### src/rtl/hvac_plant_scheduler_if.sv
// Zone-request / plant-drive bundle between thermostats and plant scheduler.
// slave: scheduler side (requests in, drives out); master: thermostat/plant side.
interface hvac_plant_scheduler_if #(
  parameter int NZ = 4
);
  logic [NZ-1:0] heat_req;
  logic [NZ-1:0] cool_req;
  logic          heating;
  logic          cooling;
  logic [NZ-1:0] zone_grant;
  logic          conflict;
  logic          busy;

  modport slave (
    input  heat_req, cool_req,
    output heating, cooling, zone_grant, conflict, busy
  );

  modport master (
    output heat_req, cool_req,
    input  heating, cooling, zone_grant, conflict, busy
  );
endinterface

### src/rtl/hvac_plant_scheduler.sv
// Round-robin plant sharing across NZ zones with min-run and dead-time guards.
// Ports: clk, rst_n (async low), bus (slave): heat_req/cool_req in; heating,
// cooling, zone_grant, conflict, busy out (all registered).
// Option: HVAC_PREEMPT_EN releases a run after MAX_RUN cycles if others wait.
module hvac_plant_scheduler #(
  parameter int NZ      = 4,
  parameter int MIN_RUN = 8,
  parameter int DEAD    = 4,
  parameter int MAX_RUN = 32
) (
  input  logic clk,
  input  logic rst_n,
  hvac_plant_scheduler_if.slave bus
);
  localparam int M1   = (MIN_RUN > DEAD) ? MIN_RUN : DEAD;
  localparam int CMAX = (M1 > MAX_RUN) ? M1 : MAX_RUN;
  localparam int CW   = $clog2(CMAX + 1);
  localparam int PW   = $clog2(NZ);

  typedef enum logic [1:0] {
    S_IDLE, S_HEAT, S_COOL, S_DEAD
  } state_t;

  state_t        state_q, state_d;
  logic [PW-1:0] ptr_q, ptr_d;
  logic [CW-1:0] cnt_q, cnt_d, cnt_inc;
  logic [NZ-1:0] grant_q, grant_d;
  logic          heat_q, heat_d;
  logic          cool_q, cool_d;
  logic          conf_q, conf_d;
  logic          busy_q, busy_d;

  logic [NZ-1:0] elig;
  logic [PW-1:0] pick;
  logic          found;
  logic          gh, gc;
  logic          others;
  logic          rel;

  always_comb begin
    elig  = bus.heat_req ^ bus.cool_req;
    found = 1'b0;
    pick  = '0;
    // first eligible zone strictly after the pointer, wrapping
    for (int i = 1; i <= NZ; i++) begin
      if (!found && elig[(int'(ptr_q) + i) % NZ]) begin
        found = 1'b1;
        pick  = PW'((int'(ptr_q) + i) % NZ);
      end
    end
  end

  // while running, the pointer holds the granted zone
  assign gh      = bus.heat_req[ptr_q];
  assign gc      = bus.cool_req[ptr_q];
  assign others  = |(elig & ~(NZ'(1) << ptr_q));
  assign cnt_inc = (cnt_q == '1) ? cnt_q : cnt_q + 1'b1;

  always_comb begin
    state_d = state_q;
    ptr_d   = ptr_q;
    cnt_d   = cnt_inc;
    rel     = 1'b0;
    unique case (state_q)
      S_IDLE: begin
        cnt_d = cnt_q;
        if (found) begin
          ptr_d   = pick;
          cnt_d   = CW'(1);
          state_d = bus.heat_req[pick] ? S_HEAT : S_COOL;
        end
      end
      S_HEAT, S_COOL: begin
        if (cnt_q >= CW'(MIN_RUN)) begin
          if (state_q == S_HEAT) rel = !(gh && !gc);
          else                   rel = !(gc && !gh);
        end
`ifdef HVAC_PREEMPT_EN
        if (cnt_q >= CW'(MAX_RUN) && others) rel = 1'b1;
`endif
        if (rel) begin
          state_d = S_DEAD;
          cnt_d   = CW'(1);
        end
      end
      S_DEAD: begin
        if (cnt_q >= CW'(DEAD)) state_d = S_IDLE;
      end
      default: state_d = S_IDLE;
    endcase

    heat_d  = (state_d == S_HEAT);
    cool_d  = (state_d == S_COOL);
    grant_d = (heat_d || cool_d) ? (NZ'(1) << ptr_d) : '0;
    busy_d  = (state_d != S_IDLE);
    conf_d  = (state_q == S_IDLE) && |(bus.heat_req & bus.cool_req);
  end

`ifndef HVAC_PREEMPT_EN
  logic unused_others;
  assign unused_others = others;
`endif

  always_ff @(posedge clk or negedge rst_n) begin
    if (!rst_n) begin
      state_q <= S_IDLE;
      ptr_q   <= PW'(NZ - 1);
      cnt_q   <= '0;
      grant_q <= '0;
      heat_q  <= 1'b0;
      cool_q  <= 1'b0;
      conf_q  <= 1'b0;
      busy_q  <= 1'b0;
    end else begin
      state_q <= state_d;
      ptr_q   <= ptr_d;
      cnt_q   <= cnt_d;
      grant_q <= grant_d;
      heat_q  <= heat_d;
      cool_q  <= cool_d;
      conf_q  <= conf_d;
      busy_q  <= busy_d;
    end
  end

  assign bus.heating    = heat_q;
  assign bus.cooling    = cool_q;
  assign bus.zone_grant = grant_q;
  assign bus.conflict   = conf_q;
  assign bus.busy       = busy_q;
endmodule
### src/flat_wrapper.sv
// flat-port wrapper written by rule: the top's interface ports become plain ports
module hvac_plant_scheduler_flat 
#(
  parameter int NZ      = 4,
  parameter int MIN_RUN = 8,
  parameter int DEAD    = 4,
  parameter int MAX_RUN = 32
)
  (clk, rst_n, bus_heat_req, bus_cool_req, bus_heating, bus_cooling, bus_zone_grant, bus_conflict, bus_busy);
  hvac_plant_scheduler_if #(.NZ(NZ)) bus_i ();
  input  logic clk;
  input  logic rst_n;
  input wire logic [$bits(bus_i.heat_req)-1:0] bus_heat_req;
  input wire logic [$bits(bus_i.cool_req)-1:0] bus_cool_req;
  output wire logic [$bits(bus_i.heating)-1:0] bus_heating;
  output wire logic [$bits(bus_i.cooling)-1:0] bus_cooling;
  output wire logic [$bits(bus_i.zone_grant)-1:0] bus_zone_grant;
  output wire logic [$bits(bus_i.conflict)-1:0] bus_conflict;
  output wire logic [$bits(bus_i.busy)-1:0] bus_busy;
  assign bus_i.heat_req = bus_heat_req;
  assign bus_i.cool_req = bus_cool_req;
  assign bus_heating = bus_i.heating;
  assign bus_cooling = bus_i.cooling;
  assign bus_zone_grant = bus_i.zone_grant;
  assign bus_conflict = bus_i.conflict;
  assign bus_busy = bus_i.busy;
  hvac_plant_scheduler #(.NZ(NZ), .MIN_RUN(MIN_RUN), .DEAD(DEAD), .MAX_RUN(MAX_RUN)) u_core (.clk(clk), .rst_n(rst_n), .bus(bus_i));
endmodule
### config.mk
export PLATFORM = sky130hd
export DESIGN_NAME = hvac_plant_scheduler_flat
export DESIGN_NICKNAME = d
export VERILOG_FILES = /design/src/rtl/hvac_plant_scheduler_if.sv /design/src/rtl/hvac_plant_scheduler.sv /design/src/flat_wrapper.sv
export SDC_FILE = /design/constraint.sdc
export NUM_CORES = 1
export LEC_CHECK = 0
export BUFFER_PORTS_ARGS = -buffer_cell sky130_fd_sc_hd__clkbuf_2
export CAP_MARGIN = 40
export CORE_MARGIN = 5
export CORE_UTILIZATION = 58
export CTS_BUF_LIST = sky130_fd_sc_hd__clkbuf_2 sky130_fd_sc_hd__clkbuf_4 sky130_fd_sc_hd__clkbuf_8
export DETAILED_ROUTE_END_ITERATION = 8
export PLACE_DENSITY = 0.92
export SYNTH_ARGS = -nofsm -noshare
export SYNTH_HDL_FRONTEND = slang
export SYNTH_SLANG_ARGS = --single-unit
### constraint.sdc
create_clock -name clk -period 2.87 [get_ports clk]
set_input_delay 0.1435 -clock clk [delete_from_list [all_inputs] [get_ports clk]]
set_output_delay 0.1435 -clock clk [all_outputs]
set_load 0.005 [all_outputs]
==> flow_summary_export.csv <==
group,metric,value,unit
layout,nets,158,
floorplanning,die-area,3134,µm²
grt,busiest_layer,"met2",
grt,grt_pass1_vias,974,
grt,grt_overflow_total,0,
sta,worstMarginPinSlew,554.4,ps
placement,port_buffers,17,
routing,wirelength,2.533,mm
routing,via_count,961,
floorplanning,num_io_pins,18,
pwr,power_frac_seq,0.333,
sta,max-slew-margin-rel,0.6282,
logic_synthesis,syn_nets,138,
hold_path,min_path_type,"input port to flop",
worst_setup_path,crit_start,"u_core.ptr_q[0]",
grt,antenna_found_initial,0,
placement,placed_area,1323,µm²
clock_tree,clockRootBuffer,"clkbuf_4",
logic_synthesis,syn_area_per_cell,10.57,µm²
logic_synthesis,synth_top_cell_by_area,"dfrtp_1",
logic_synthesis,synth_cells,116,
logic_synthesis,syn-cell-area,1226,µm²
placement,placed_cells,157,
worst_setup_path,ff2ff_path_depth,9,
sta,fin_crit,2537,ps
grt,grtUsageTotal,0.1798,
logic_synthesis,yosys-top-cells-area,"dfrtp_1 (33%), ha_1 (12%), dfstp_2 (4.3%), mux2i_1 (4.1%), mux2_2 (2.8%)",
clock_tree,path_clk_slew,110,ps
logic_synthesis,synth_common_cells,"dfrtp_1 (16), ha_1 (12), inv_1 (7), a21oi_1 (6), nor2_1 (6)",
logic_synthesis,synthFlopType,"dfrtp_1",
sta,finalSetupTns,0,ps
worst_setup_path,crit_chain,"mux2_2 > nor4b_1 > nand4b_2 > or2_4 > o21a_4 > a2bb2oi_2 > ha_1 > o211ai_1 > nor2_1",
clock_tree,cts_made_buffers,3,
floorplanning,start_util,0.6187,
logic_synthesis,yosys_warnings,0,
floorplanning,die_h,55.98,µm
pwr,power.density,976.2,nW/µm²
pwr,total_power,1.336,mW
worst_setup_path,cpMaxStageDelayCell,"dfstp_2",
worst_setup_path,critPathLaunchType,"flop",
pwr,p_int,773.1,µW
grt,grt_util_met2,0.3055,
layout,drive_above_1_share,0.2741,
grt,grt_pass1_wl,4.471,mm
clock_tree,clock_path_buffers,2,
sta,hold_viol,0,
clock_tree,cts_tree,"yes",
worst_setup_path,worstPathArrival,2720,ps
floorplanning,design.core.area,1982,µm²
logic_synthesis,synth.most_common_cell,"dfrtp_1",
pwr,ir_drop,0.0006891,V
placement,gp_congestion,0.8203,
pwr,p_sw_frac,0.4214,
pwr,p_sw,563.1,µW
sta,setup_violations,0,
logic_synthesis,ys_types,43,
logic_synthesis,seq_area_frac_synth,0.3694,
hold_path,holdPathStages,3,
run_status,status,"completed",
routing,drt_iter0_markers,13,
grt,grt.met3_usage,0.02088,
flow_run,drv_cap,0,
pwr,p_leak,0.6561,nW
placement,place_ws,360.7,ps
grt,grt_max_degree,19,
sta,slew_violations,0,
placement,dp_hpwl,1.992,mm
logic_synthesis,synth_edf_count,0,
clock_tree,insertion_delay,290,ps
routing,ant_nets,0,
sta,post-route-period-util,0.8840,
layout,fin_cells,162,
floorplanning,die_w,55.98,µm
sta,skew,6.929,ps
logic_synthesis,ys_seq_elements,18,
routing,wl_per_cell,15.64,µm
pwr,p_comb_frac,0.549,
clock_tree,postCtsResizedCells,0,
worst_setup_path,crit_path_end_kind,"flop",
worst_setup_path,worstPathMaxFanout,7,
worst_setup_path,cpPeakStageDelay,640,ps
floorplanning,rows,16,
clock_tree,ctsHoldBuffers,1,
routing,drcViolationCount,0,
layout,stdcell_area,1369,µm²
routing,vias_per_cell,5.932,
worst_setup_path,path_class,"flop to flop",
sta,fmax,394.2,MHz
logic_synthesis,yosys.area.top_type_share,0.3265,
sta,fin_ws,333.1,ps
clock_tree,cts_post_setup_buffers_inserted,0,
clock_tree,cts_max_level,1,
grt,met1_usage,0.2260,
routing,firstDrtPassIters,4,
pwr,p_clk_frac,0.118,
worst_setup_path,critical_path_required,3050,ps
layout,n_antenna_cell,0,
layout,area_delta_synth_final,11.63,%
hold_path,min_from,"bus_cool_req[1]",
clock_tree,clock-sinks,18,
logic_synthesis,ys_async_sr_fraction,1.000,
sta,rsz0062_at_grt,"false",
worst_setup_path,rr_startpoint,"u_core.ptr_q[0]",
[cell families after synthesis]
family,synth area share
flip-flops,0.3694
adder cells (fa/ha/maj),0.1224
buffers and inverters,0.03980
multiplexers,0.08061
AND/OR/NAND/NOR,0.1980
AO/OA/AOI/OAI,0.1898
[critical path: cells and delay by family (launching register included)]
family                     cells  cell delay, ps
and+or+nand+nor                4             720
AOI/OAI and AO/OA              3             420
muxes                          1             370
DFF                            1             640
adders and majority gates      1             280
[worst paths after layout]
check / endpoint / slack, ps
setup / recovery: u_core.bus.zone_grant[0] / 330
hold / removal: u_core.bus.conflict / 230
setup reg to reg: u_core.bus.zone_grant[0] / 330
hold reg to reg: u_core.cnt_q[1] / 560
max in group asynchronous: u_core.ptr_q[1] / 2210
min in group asynchronous: u_core.state_q[1] / 320
[metal layers]
metal	vias to the layer above	wire, µm	part of all wire
li1	474	-	-
met1	462	1116	0.44
met2	21	1295	0.51
met3	4	70	0.028
met4	0	51	0.020
met5	-	0	0
[stage by stage]
stage / hold slack (ps) / util
6_report: 233.5 / 0.6907
4_1_cts: 241.8 / 0.6907
2_1_floorplan: -152.1 / -
3_5_place_dp: 109.3 / 0.6673
5_1_grt: 247.1 / 0.6907
3_3_place_gp: 96.49 / 0.6673
[power by group through the flow]
stage	registers, mW	logic, mW	clock network, mW
global placement	0.441	0.691	0
finish	0.445	0.734	0.157
floorplan	0.406	0.610	0
CTS	0.443	0.733	0.158
global route	0.460	0.820	0.174
detailed placement	0.447	0.727	0
[cell type report]
| cell class | count | area, µm² |
|---|---|---|
| Inverter | 7 | 26.28 |
| Tap cell | 27 | 33.78 |
| Fill cell | 165 | 613.1 |
| Clock buffer | 4 | 36.28 |
| Sequential cell | 18 | 452.9 |
| Timing Repair Buffer | 18 | 95.09 |
| Multi-Input combinational cell | 88 | 724.4 |
[sequential cells by signal (all words and copies together) (netlist names)]
signal                 cells
u_core.ptr_q               2
u_core.bus.zone_grant      4
u_core.bus.busy            1
u_core.bus.heating         1
u_core.bus.conflict        1
u_core.bus.cooling         1
u_core.state_q             2
u_core.cnt_q               6
[cell usage in the layout (no fill, tap or decap), types with 4 or more instances in the layout]
| cell type | instances |
|---|---|
| nor2_1 | 6 |
| inv_1 | 7 |
| ha_1 | 12 |
| a21oi_1 | 6 |
| nand2_1 | 5 |
| o21ai_0 | 4 |
| mux2i_1 | 5 |
| and3_1 | 4 |
| clkbuf_2 | 17 |
| dfrtp_1 | 16 |
(Power assumes the default switching activity.)
